<file path="src/rtl/uart_tx_main.sv">
// -----------------------------------------------------------------------------
// uart_tx_main
//
// Byte-serialising UART transmitter. A trigger seen while idle captures q_in
// and sends it as one start bit (0), DATA_W data bits LSB first and one stop
// bit (1). The frame advances one bit per clk_en baud tick. The first tick
// after the trigger only aligns the frame, so the start bit always lasts a
// full tick interval.
//
// Ports:
//   clk      system clock, rising edge
//   rst_n    asynchronous active-low reset
//   clk_en   baud tick; the frame advances one bit on edges where it is high
//   q_in     parallel data, sampled only when a trigger is accepted
//   trigger  transmit request, level-sampled on every clock edge
//   busy     high from request acceptance through the end of the stop bit
//   s_out    serial line, idle high
// -----------------------------------------------------------------------------
module uart_tx_main #(
    parameter int DATA_W = 8
) (
    input  logic              clk,
    input  logic              rst_n,
    input  logic              clk_en,
    input  logic [DATA_W-1:0] q_in,
    input  logic              trigger,
    output logic              busy,
    output logic              s_out
);

    localparam int IDX_W = (DATA_W > 1) ? $clog2(DATA_W) : 1;
    localparam logic [IDX_W-1:0] LAST_IDX = IDX_W'(DATA_W - 1);

    typedef enum logic [2:0] {
        IDLE  = 3'd0,
        WAIT  = 3'd1,
        START = 3'd2,
        DATA  = 3'd3,
        STOP  = 3'd4
    } state_t;

    state_t            state, state_next;
    logic [DATA_W-1:0] shreg, shreg_next;
    logic [IDX_W-1:0]  idx, idx_next;
    logic [IDX_W-1:0]  idx_inc;
    logic              s_out_next;
    logic              busy_next;

    // State and output registers; s_out and busy come straight from flops
    // so the line never glitches.
    always_ff @(posedge clk or negedge rst_n) begin
        if (!rst_n) begin
            state <= IDLE;
            shreg <= '0;
            idx   <= '0;
            s_out <= 1'b1;
            busy  <= 1'b0;
        end else begin
            state <= state_next;
            shreg <= shreg_next;
            idx   <= idx_next;
            s_out <= s_out_next;
            busy  <= busy_next;
        end
    end

    assign idx_inc = idx + 1'b1;

    // Next-state logic. Every register holds by default, so edges with
    // clk_en low change nothing once a frame is under way.
    always_comb begin
        state_next = state;
        shreg_next = shreg;
        idx_next   = idx;
        s_out_next = s_out;
        busy_next  = busy;

        unique case (state)
            IDLE: begin
                // Acceptance does not wait for a baud tick.
                if (trigger) begin
                    shreg_next = q_in;
                    busy_next  = 1'b1;
                    s_out_next = 1'b1;
                    state_next = WAIT;
                end
            end
            WAIT: begin
                if (clk_en) begin
                    s_out_next = 1'b0;
                    state_next = START;
                end
            end
            START: begin
                if (clk_en) begin
                    idx_next   = '0;
                    s_out_next = shreg[0];
                    state_next = DATA;
                end
            end
            DATA: begin
                if (clk_en) begin
                    if (idx == LAST_IDX) begin
                        s_out_next = 1'b1;
                        state_next = STOP;
                    end else begin
                        idx_next   = idx_inc;
                        s_out_next = shreg[idx_inc];
                    end
                end
            end
            STOP: begin
                // Trigger is not looked at here, so a held request starts
                // the next frame one edge after IDLE is entered.
                if (clk_en) begin
                    busy_next  = 1'b0;
                    s_out_next = 1'b1;
                    state_next = IDLE;
                end
            end
            default: begin
                state_next = IDLE;
                s_out_next = 1'b1;
                busy_next  = 1'b0;
            end
        endcase
    end

endmodule

</file>
<file path="config.mk">
export PLATFORM = sky130hd
export DESIGN_NAME = uart_tx_main
export DESIGN_NICKNAME = d
export VERILOG_FILES = /design/src/rtl/uart_tx_main.sv
export SDC_FILE = /design/constraint.sdc
export NUM_CORES = 1
export LEC_CHECK = 0
export CORE_AREA = 2 2 44 46
export DETAILED_ROUTE_END_ITERATION = 16
export DIE_AREA = 0 0 46 48
export PLACE_DENSITY = 0.85
export SLEW_MARGIN = 40
export SYNTH_ARGS = -nofsm -noshare
export SYNTH_HDL_FRONTEND = slang
export SYNTH_SLANG_ARGS = --single-unit
</file>
<file path="constraint.sdc">
create_clock -name clk -period 2.5 [get_ports clk]
set_clock_uncertainty 0.2 [all_clocks]
set_input_delay 0.5 -clock clk [delete_from_list [all_inputs] [get_ports clk]]
set_output_delay 0.5 -clock clk [all_outputs]
set_load 0.01 [all_outputs]
</file>
-- Word-level counts from Yosys, hierarchy flattened
Index checks and enable logic that the tools add are counted.
- order comparisons: 1
- muxes and demuxes: 20
- $add $sub $neg: 1
- reduce and logical (&&, ||, !) cells: 8
- bitwise logic cells: 1
- eq/ne operators: 12
- operators by type and width (operator ; count):
    $mux 3 ; 8
    $pmux 3 s5 ; 1
    $ne 2x2->1 const B ; 7
    $mux 1 ; 7
    $eq 3x2->1 const B ; 2
    $eq 3x3->1 const B ; 2
    $pmux 3 s2 ; 1
    $reduce_and 6->1 ; 1
    $pmux 1 s5 ; 1
    $reduce_and 5->1 ; 1
    $lt 3x4->1 const B ; 1
    $reduce_and 4->1 ; 1
    $add 3x1->3 const B ; 1
    $bmux 1 s3 ; 1
    $eq 3x1->1 const B ; 1
    $logic_not 3->1 ; 1
    $pmux 1 s3 ; 1
    $reduce_and 3->1 ; 1
    $reduce_or 3->1 ; 1
    $reduce_and 2->1 ; 1
    $reduce_bool 2->1 ; 1
    $not 1->1 ; 1
- output and inout port bits: 2
- word-level logic and storage cells: 48
- flip-flop bits (word level): 16

-- Logic depth before layout (Yosys ltp)
Gate-level depths: netlist of the first run.
- depth after elaboration: 6
- depth in mapped cells: 7

-- Least setup slack after synthesis of the first run
OpenSTA, ideal clock, no wires.
- kind: reg2reg
- start point: reg state[1]
- end point: reg shreg[0]
- period minus slack after synthesis: 1777 ps
- path slack: 723 ps
- arrival time: 1452 ps
- library setup time: 125 ps
- cell stages (with the launch flop): 5
- path buffers: 1
- cells stage by stage: dfrtp_1 -> buf_6 -> or2_4 -> nor3b_4 -> mux2_2
- cells in the longest elaborated chain, start to end: 2
- RTL lines (what ; RTL line ; text):
    start, declared ; 42 ; state_t state, state_next;
    start signal, assigned ; 59 ; state <= state_next;
    $logic_not 3->1 ; 78 ; unique case (state)
    $reduce_and 2->1 (no source line) ; -- ;
    end signal, assigned ; 60 ; shreg <= shreg_next;
    end, declared ; 43 ; logic [DATA_W-1:0] shreg, shreg_next;
No other way between the ends.
A chain may end at the register's enable or synchronous reset.

-- Worst setup path in the final report of the first run
- start point: reg s_out
- end point: out s_out
- RTL lines (what ; RTL line ; text):
    start, declared ; 28 ; output logic s_out
    start signal, assigned ; 62 ; s_out <= s_out_next;
No word-level cell between the ends.

==> metrics.md, run 1 <==
| Metric | Value |
|---|---|
| Cell Pwr Density | around 1000 nW/um2 |
| IO Pins | 14 |
| Post CTS Setup Buffer Count | 0 |
| Post-synthesis mux area share | between 10% and 20% |
| Total Wirelength | between 1000 and 1500 um |
| Nets@finish | around 100 |
| #FFs+latches synth | 16 |
| Synth Area per Inst | 11.2 um2 |
| ANT nets after route | 0 |
| Xor-xnor portion of the synthesized cell area | 0% |
| Synthesis Warnings | 0 |
| Worst path depth | 1 |
| CTS Buf Count | 3 |
| First-pass DRT Iterations | 4 |
| Crit Reg-Reg Endpoint | s_out |
| Share of cells above drive strength 1 | between 10% and 20% |
| Outcome | finished, final reports clean |
| Adder-Cell Fraction of Synth Area | around 3.0% |
| Syn Nets | between 80 and 90 |
| WP data arrival | around 1.4 ns |
| Critical path's largest stage delay | between 0.5 and 0.6 ns |
| Slew Viols, Final | 0 |
| Maximum vdd drop | 0.551 mV |
| H-Tree Depth | 1 |
| Die footprint | 2210 um2 |
| CTS tree | yes |
| Final setup viols | 0 |
| Clk sinks | 16 |
| Post-placement setup slack | between 0.3 and 0.4 ns |
| CP Max Fanout | 2 |
| Area contributors post-synth | dfrtp_1 45%, mux2_2 11%, mux2i_1 3.6% |
| Setup_tns | 0 ns |
| Buf+Inv Stages, Crit Path | 1 |
| Flop2flop setup slack | around 0.55 ns |
| WL/cell | 14.0 um |
| Synthesis-to-finish area growth | 19.8% |
| DRC Markers | 0 |
| Highest Clock Rate | 488 MHz |
| Row cnt | 15 |
| GRT Util Overall | about 16% |
| Grt ovf | 0 |
| DIE HEIGHT | 48 um |
| Crit Path Category | reg -> out |
| I/O Buffers | 13 |
| R2R cell count | 5 |
| RSZ-0062 raised after global routing | false |
| Final Hold Viols | 0 |
| Initial antenna violation count | 0 |
| Period utilisation layout | 82.0% |
| PostCTS Resize Cnt | 0 |
| Crit end category | output pin |
| Commonest cells post-synth | 15 x dfrtp_1, 8 x mux2_2, 6 x o21ai_0 |
| Antenna Cells | 0 |
| Vias | about 600 |
| Largest delay share family, worst path | flip-flops |
| Detail Placement HPWL | 1120 um |
| Die W | approximately 46 um |
| FFs w/ async S/R, synth | between 90% and 100% |
| Vias per inst | 5.72 |
| Top FF cell, synth | dfrtp_1 |
| Clock slew seen by the registers of the worst setup and hold paths | around 0.1 ns |
| Worst Path Required | approximately 1.8 ns |
| CP Launch Type | register |
| Final setup margin | between 0.4 and 0.5 ns |
| Slowest cell on crit path | dfstp_2 |
| Clk_lat worst skew | about 0.29 ns |
| Sequential area share after synthesis | 48.5% |
| Syn Inst Count | 74 |
| Crit Reg-Reg Startpoint | idx[0] |
| Post-synthesis compound-gate area fraction | around 14% |
| Largest net degree at the start of global routing | 17 |
| Worst hold path type | reg -> reg |
| Placeable Area | approximately 1700 um2 |
| Number of global-route vias before repair | ~560 |
| Share of the synthesized area in the top cell type | 45.3% |
| Post-synth EDFFs | 0 |
| Crit path cell chain | clkdlybuf4s50_1 |
| Post-layout minimum cycle time | slightly above 2 ns |
| Total leakage power | 0.417 nW |
| Cell taking the most area after synthesis | dfrtp_1 |
| Hold Buf Count CTS | 0 |
| Clk root buf | clkbuf_4 |
| Post-synthesis simple-gate area fraction | roughly 13% |
| Actual slew at the worst max-slew pin | 0.696 ns |
| Most frequent cell after synthesis | dfrtp_1 |
| Cell Area, Synth | between 800 and 900 um2 |
| Clock Path Buffers | 2 |
| Initial Utilization | 49.0% |
| Global-route wire length before repair | 2490 um |
| Crit path capture | s_out |
| Slew HR | roughly 53% |
| Routability cong. | around 0.70 |
| Netlist cell types | 27 |
| Worst setup path startpoint | s_out |
| Total of max-cap violations | 0 |
| Initial DRC Count | 11 |
| Main combinational cell family by area after synthesis | multiplexers |
placed cells by master, fill, tap and decap left out:
cell type,instances
a21oi_1,2
a22oi_1,4
a311oi_1,1
a31oi_1,1
clkbuf_4,3
clkbuf_8,1
clkdlybuf4s50_1,13
dfrtp_1,15
dfstp_2,1
ha_1,2
inv_1,4
mux2_2,8
mux2i_1,3
mux4_2,1
nand2_1,4
nand3_1,2
nand3b_1,2
nor2_1,5
nor3_1,2
nor3b_4,1
o211ai_1,1
o21ai_0,6
o22ai_1,1
o2bb2ai_1,1
o32ai_1,1
or2_4,1
or2b_1,1
metal layers:
metal	GRT usage (%)	part of all wire (%)	vias up
li1	-	-	299
met1	20.5	44	279
met2	26.7	50	13
met3	2.64	3.2	4
met4	10.3	2.5	0
met5	0	0	-
sequential cells by signal, summed over array words and instances (netlist names):
register / flops
busy: 1
idx: 3
s_out: 1
shreg: 8
state: 3
worst min path at each step:
stage / end / slack (ns) / from / depth (start not counted)
after floorplan: busy / 0.004 / rst_n / 0
after global placement: shreg[5] / 0.29 / shreg[5] / 1
after detailed placement: s_out / 0.30 / s_out / 2
after CTS: s_out / 0.31 / s_out / 2
after global routing: s_out / 0.32 / s_out / 2
final: s_out / 0.31 / s_out / 2
final cells by class:
cell class	count	area (um2)
Fill cell	146	697
Sequential cell	16	402
Multi-Input combinational cell	50	388
Timing Repair Buffer	13	130
Clock buffer	4	36.3
Tap cell	17	21.3
Inverter	4	15.0
stage by stage:
| stage | power, W | hold slack (ns) | utilization, % | area [um2] | std cells |
|---|---|---|---|---|---|
| finish | 0.000992 | 0.313 | 58.7 | 992 | 104 |
| floorplan | 0.000727 | 0.00441 | - | 828 | 74 |
| CTS | 0.000996 | 0.313 | 58.7 | 992 | 104 |
| detailed placement | 0.000828 | 0.299 | 56.6 | 956 | 100 |
| global placement | 0.000803 | 0.288 | 56.6 | 956 | 100 |
| global route | 0.00107 | 0.319 | 58.7 | 992 | 104 |
kinds of logic after synthesis:
family / Yosys count
AO/OA/AOI/OAI: 18
adder cells (fa/ha/maj): 2
buffers and inverters: 8
flip-flops: 16
multiplexers: 12
AND/OR/NAND/NOR: 18
power by group:
group,switching [W],internal [W]
Sequential,0.0000952,0.000371
Combinational,0.000145,0.000208
Clock,0.0000836,0.0000887
(Power assumes the default switching activity.)
==> run 2, diff against run 1 <==
--- a/config.mk
+++ b/config.mk
@@ -5,10 +5,10 @@
 export SDC_FILE = /design/constraint.sdc
 export NUM_CORES = 1
 export LEC_CHECK = 0
-export CORE_AREA = 2 2 44 46
+export CORE_AREA = 2 2 46 48
 export DETAILED_ROUTE_END_ITERATION = 16
-export DIE_AREA = 0 0 46 48
-export PLACE_DENSITY = 0.85
+export DIE_AREA = 0 0 48 50
+export PLACE_DENSITY = 0.82
 export SLEW_MARGIN = 40
 export SYNTH_ARGS = -nofsm -noshare
 export SYNTH_HDL_FRONTEND = slang
==> constraint.sdc (replaced) <==
create_clock -name clk -period 1.84 [get_ports clk]
set_clock_uncertainty 0.2 [all_clocks]
set_input_delay 0.368 -clock clk [delete_from_list [all_inputs] [get_ports clk]]
set_output_delay 0.368 -clock clk [all_outputs]
set_load 0.01 [all_outputs]
==> metrics.md, run 2 (synthesis results as in run 1) <==
| Metric | Value |
|---|---|
| Outcome | finished, final reports clean |
| Pint | roughly 0.00098 W |
| Largest net degree at the start of global routing | 13 |
| Worst hold path type | in -> async |
| Commonest non-fill, non-tap cell in the layout | dfrtp_1 |
| Actual slew at the worst max-slew pin | around 0.32 ns |
| Maximum vdd drop | 0.637 mV |
| Biggest register | shreg |
| Critical path's largest stage delay | roughly 0.54 ns |
| Nets@finish | approximately 110 |
| CTS tree | yes |
| H-Tree Depth | 1 |
| Detail Placement HPWL | approximately 1300 um |
| Crit Reg-Reg Endpoint | s_out |
| CP Max Fanout | 3 |
| Initial antenna violation count | 0 |
| CP Launch Type | register |
| Total Wirelength | between 1500 and 2000 um |
| First-pass DRT Iterations | 4 |
| IO Pins | 14 |
| Global-route wire length before repair | between 2000 and 3000 um |
| Clk sinks | 16 |
| Flop pwr share | between 40% and 50% |
| Antenna Cells | 0 |
| RSZ-0062 raised after global routing | false |
| Clock slew seen by the registers of the worst setup and hold paths | 0.10 ns |
| Initial DRC Count | 5 |
| Cell Pwr Density | ~1300 nW/um2 |
| ANT nets after route | 0 |
| Vias | around 650 |
| Largest regs | shreg: 8 flops, idx: 3 flops, state: 3 flops |
| DRC Markers | 0 |
| Grt ovf | 0 |
| Setup_tns | 0 ns |
| Most frequent cells in the layout | 15 x dfrtp_1, 12 x clkdlybuf4s50_1, 9 x buf_4, 8 x mux2_2, 6 x o21ai_0 |
| Initial Utilization | 43.6% |
| Period utilisation layout | 96.6% |
| Row cnt | 16 |
| Slew HR | around four fifths |
| Die W | roughly 48 um |
| Clock power share | between 10% and 20% |
| Clock Path Buffers | 2 |
| Post-layout minimum cycle time | ~1.8 ns |
| Worst Path Required | ~1.3 ns |
| Flop2flop setup slack | around 0.11 ns |
| Worst Hold Slack | approximately 0.081 ns |
| Clk root buf | clkbuf_4 |
| Total Power | 0.00144 W |
| Net Sw Power | 0.000457 W |
| Routability cong. | 0.807 |
| Crit Reg-Reg Startpoint | idx[0] |
| WP data arrival | 1.21 ns |
| Hold Buf Count CTS | 0 |
| Number of flip-flops in the largest register | 8 |
| Highest Clock Rate | around 560 MHz |
| Fill cell count | between 150 and 200 |
| Final setup margin | 0.0633 ns |
| R2R cell count | 5 |
| Synthesis-to-finish area growth | 31.1% |
| Die footprint | ~2400 um2 |
| Total of max-cap violations | 0 |
| Final setup viols | 0 |
| DIE HEIGHT | 50 um |
| Post-placement setup slack | -0.0440 ns |
| Slowest cell on crit path | clkdlybuf4s50_1 |
| Share of cells above drive strength 1 | 28.1% |
| Total leakage power | ~0.46 nW |
| CTS Buf Count | 3 |
| Slew Viols, Final | 0 |
| Number of global-route vias before repair | 663 |
| Buf+Inv Stages, Crit Path | 1 |
| I/O Buffers | 13 |
| Logic pwr share | between 40% and 50% |
| Vias per inst | about 5.3 |
| Final core occ | between 50% and 60% |
| GRT Util Overall | between 15 and 20% |
| Largest delay share family, worst path | buffers and inverters |
| Crit path cell chain | clkdlybuf4s50_1 |
| Crit end category | output pin |
| Placeable Area | approximately 1900 um2 |
| Switching Fraction | a little under a third |
| Clk_lat worst skew | roughly 0.29 ns |
| WL/cell | around 13 um |
| Crit Path Category | reg -> out |
| Final Hold Viols | 0 |
==> run 2: how the worst max path moves through the flow <==
stage | end | depth (start not counted) | startpoint
floorplan | shreg[0] | 4 | state[1]
global placement | shreg[5] | 4 | trigger
detailed placement | shreg[3] | 4 | trigger
CTS | s_out | 5 | idx[0]
global route | busy | 1 | busy
finish | busy | 1 | busy
==> run 2: final cells by class <==
type                            instances  area, um2  share of cell area, %
Multi-Input combinational cell         50        403                   37.1
Timing Repair Buffer                   22        196                   18.1
Inverter                                4       15.0                   1.38
Sequential cell                        16        402                   37.0
Clock buffer                            4       36.3                   3.34
Tap cell                               27       33.8                   3.11
==> run 2: power groups by stage <==
stage	Sequential [W]	Clock (W)	Combinational [W]
global route	0.000608	0.000252	0.000683
global placement	0.000587	0	0.000555
CTS	0.000591	0.000235	0.000575
finish	0.000588	0.000234	0.000614
floorplan	0.000585	0	0.000403
detailed placement	0.000599	0	0.000583
==> run 2: repair_timing <==
action / 4_1_cts / 5_1_grt
pin swaps: 0 / 2
setup endpoints to repair: 1 / 1
gates resized for setup: 1 / 2
setup buffers: 0 / 2
==> run 2: metal layers <==
| metal | vias to the layer above | global-route usage, % | part of all wire [%] |
|---|---|---|---|
| li1 | 318 | - | - |
| met1 | 320 | 20.2 | 45 |
| met2 | 11 | 24.9 | 52 |
| met3 | 2 | 3.30 | 2.3 |
| met4 | 0 | 9.46 | 0.88 |
| met5 | - | 0 | 0 |
==> run 2: through the flow <==
step,instance area (um2),cells
floorplan,828,74
global placement,1020,117
detailed placement,1020,117
CTS,1060,121
global route,1090,123
finish,1090,123
==> run 3, diff against run 2 <==
--- a/config.mk
+++ b/config.mk
@@ -5,10 +5,12 @@
 export SDC_FILE = /design/constraint.sdc
 export NUM_CORES = 1
 export LEC_CHECK = 0
-export CORE_AREA = 2 2 46 48
+export CELL_PAD_IN_SITES_DETAIL_PLACEMENT = 1
+export CELL_PAD_IN_SITES_GLOBAL_PLACEMENT = 1
+export CORE_AREA = 2 2 51 53
 export DETAILED_ROUTE_END_ITERATION = 16
-export DIE_AREA = 0 0 48 50
-export PLACE_DENSITY = 0.82
+export DIE_AREA = 0 0 53 55
+export PLACE_DENSITY = 0.84
 export SLEW_MARGIN = 40
 export SYNTH_ARGS = -nofsm -noshare
 export SYNTH_HDL_FRONTEND = slang
==> metrics.md, run 3 (synthesis results as in run 1) <==
| Metric | Value |
|---|---|
| Design area | about 1100 um2 |
| GRT Util Overall | between 15 and 20% |
| WP data arrival | 1.81 ns |
| Total Power | 0.00142 W |
| Most frequent cells in the layout | 15 x dfrtp_1, 11 x clkdlybuf4s50_1, 9 x buf_4, 8 x mux2_2, 6 x o21ai_0 |
| CP Launch Type | register |
| Highest Clock Rate | 554 MHz |
| Antenna Cells | 0 |
| Clock slew seen by the registers of the worst setup and hold paths | ~0.090 ns |
| Cell area after placement | about 1000 um2 |
| Buf+Inv Stages, Crit Path | 0 |
| DRC Markers | 0 |
| Hold Buf Count CTS | 0 |
| Crit end category | register |
| Actual slew at the worst max-slew pin | roughly 0.32 ns |
| Period utilisation layout | a little over nine tenths |
| Total leakage power | approximately 0.45 nW |
| DIE HEIGHT | between 50 and 60 um |
| Critical path's largest stage delay | about 0.42 ns |
| Area of the multi-input gates | between 400 and 500 um2 |
| Share of cells above drive strength 1 | between 20% and 30% |
| Number of flip-flops in the largest register | 8 |
| Die W | 53 um |
| Number of global-route vias before repair | 689 |
| Biggest register | shreg |
| Total of max-cap violations | 0 |
| Largest delay share family, worst path | adder cells |
| Initial antenna violation count | 0 |
| Largest regs | shreg: 8 flops, idx: 3 flops, state: 3 flops |
| Post-layout minimum cycle time | roughly 1.8 ns |
| Clk root buf | clkbuf_4 |
| Setup_tns | 0 ns |
| Slew Viols, Final | 0 |
| Worst Hold Slack | around 0.14 ns |
| Vias per inst | between 5 and 6 |
| Final Hold Viols | 0 |
| CTS tree | yes |
| CTS Buf Count | 3 |
| Placeable Area | about 2400 um2 |
| Final setup viols | 0 |
| IO Pins | 14 |
| Global-route wire length before repair | between 3000 and 4000 um |
| Final setup margin | 0.0341 ns |
| H-Tree Depth | 1 |
| Slowest cell on crit path | dfrtp_1 |
| Worst hold path type | in -> async |
| Clock Path Buffers | 2 |
| Row cnt | 18 |
| Maximum vdd drop | just over 0.6 mV |
| I/O Buffers | 13 |
| Initial Utilization | 35.0% |
| Detail Placement HPWL | roughly 1500 um |
| Die footprint | 2920 um2 |
| Clk_lat worst skew | about 0.28 ns |
| Slew HR | between 70% and 80% |
| First-pass DRT Iterations | 4 |
| Synthesis-to-finish area growth | 30.4% |
| Crit Path Category | reg -> reg |
| Largest net degree at the start of global routing | 11 |
| RSZ-0062 raised after global routing | false |
| Total Wirelength | 1870 um |
| Nets@finish | ~110 |
| WL/cell | roughly 15 um |
| Storage cell area | ~400 um2 |
| Commonest non-fill, non-tap cell in the layout | dfrtp_1 |
| Worst Path Required | roughly 1.9 ns |
| Routability cong. | roughly 0.84 |
| Crit path cell chain | ha_1 -> ha_4 -> mux4_2 -> o211ai_1 -> a31oi_1 |
| Outcome | finished, final reports clean |
| Clk sinks | 16 |
| ANT nets after route | 0 |
| Grt ovf | 0 |
| Vias | around 670 |
| Initial DRC Count | 10 |
| Post-placement setup slack | -0.109 ns |
| Fill cell count | approximately 280 |
| Cell Pwr Density | between 1000 and 1500 nW/um2 |
| CP Max Fanout | 3 |
run 3: changes by cell type in the layout (fill, tap and decap cells not counted), sizes merged:
| cell | before | now |
|---|---|---|
| clkdlybuf4s50 | 12 | 11 |
| dlymetal6s2s | 0 | 1 |
run 3: power breakdown:
part,switching [W],total (W),internal (W)
clock network,0.000107,0.000191,0.0000842
registers,0.0000882,0.000592,0.000504
logic,0.000281,0.000632,0.000352
total,0.000476,0.00142,0.000940
run 3: repair_timing:
action	CTS	global route
setup buffers	0	1
gates cloned	0	0
gates resized for setup	2	1
setup endpoints to repair	2	2
pin swaps	0	0
run 3: final timing paths:
path / cells past startpoint / start / slack [ns] / endpoint
min in group clk: 2 / s_out / 0.30 / s_out
max in group asynchronous: 2 / rst_n / 0.86 / shreg[7]
min: 1 / rst_n / 0.14 / idx[2]
min reg2reg: 2 / s_out / 0.30 / s_out
max: 5 / idx[1] / 0.03 / s_out
max reg2reg: 5 / idx[1] / 0.03 / s_out
run 3: metrics by stage:
| step | std cells | util, % |
|---|---|---|
| after floorplan | 74 | - |
| after global placement | 121 | 43.7 |
| after detailed placement | 121 | 43.7 |
| after CTS | 125 | 45.2 |
| after global routing | 126 | 45.7 |
| final | 126 | 45.7 |
run 3: layer usage:
metal / wire, um / share of wire [%] / GRT usage [%]
met2: 996 / 53 / 27.7
met5: 0 / 0 / 0
met1: 808 / 43 / 18.8
met3: 57 / 3.0 / 3.23
met4: 10 / 0.53 / 5.13
run 3: area by class of cell:
| type | count | share of cell area (%) |
|---|---|---|
| Multi-Input combinational cell | 50 | 37.1 |
| Inverter | 4 | 1.39 |
| Clock buffer | 4 | 2.43 |
| Sequential cell | 16 | 37.2 |
| Timing Repair Buffer | 22 | 18.4 |
| Tap cell | 30 | 3.48 |
run 3: worst register-to-register path, stage by stage, from the launching register on:
cell and delay [ns]:
dfrtp_1 0.42, ha_1 0.23, ha_4 0.29, mux4_2 0.29
o211ai_1 0.20, a31oi_1 0.10
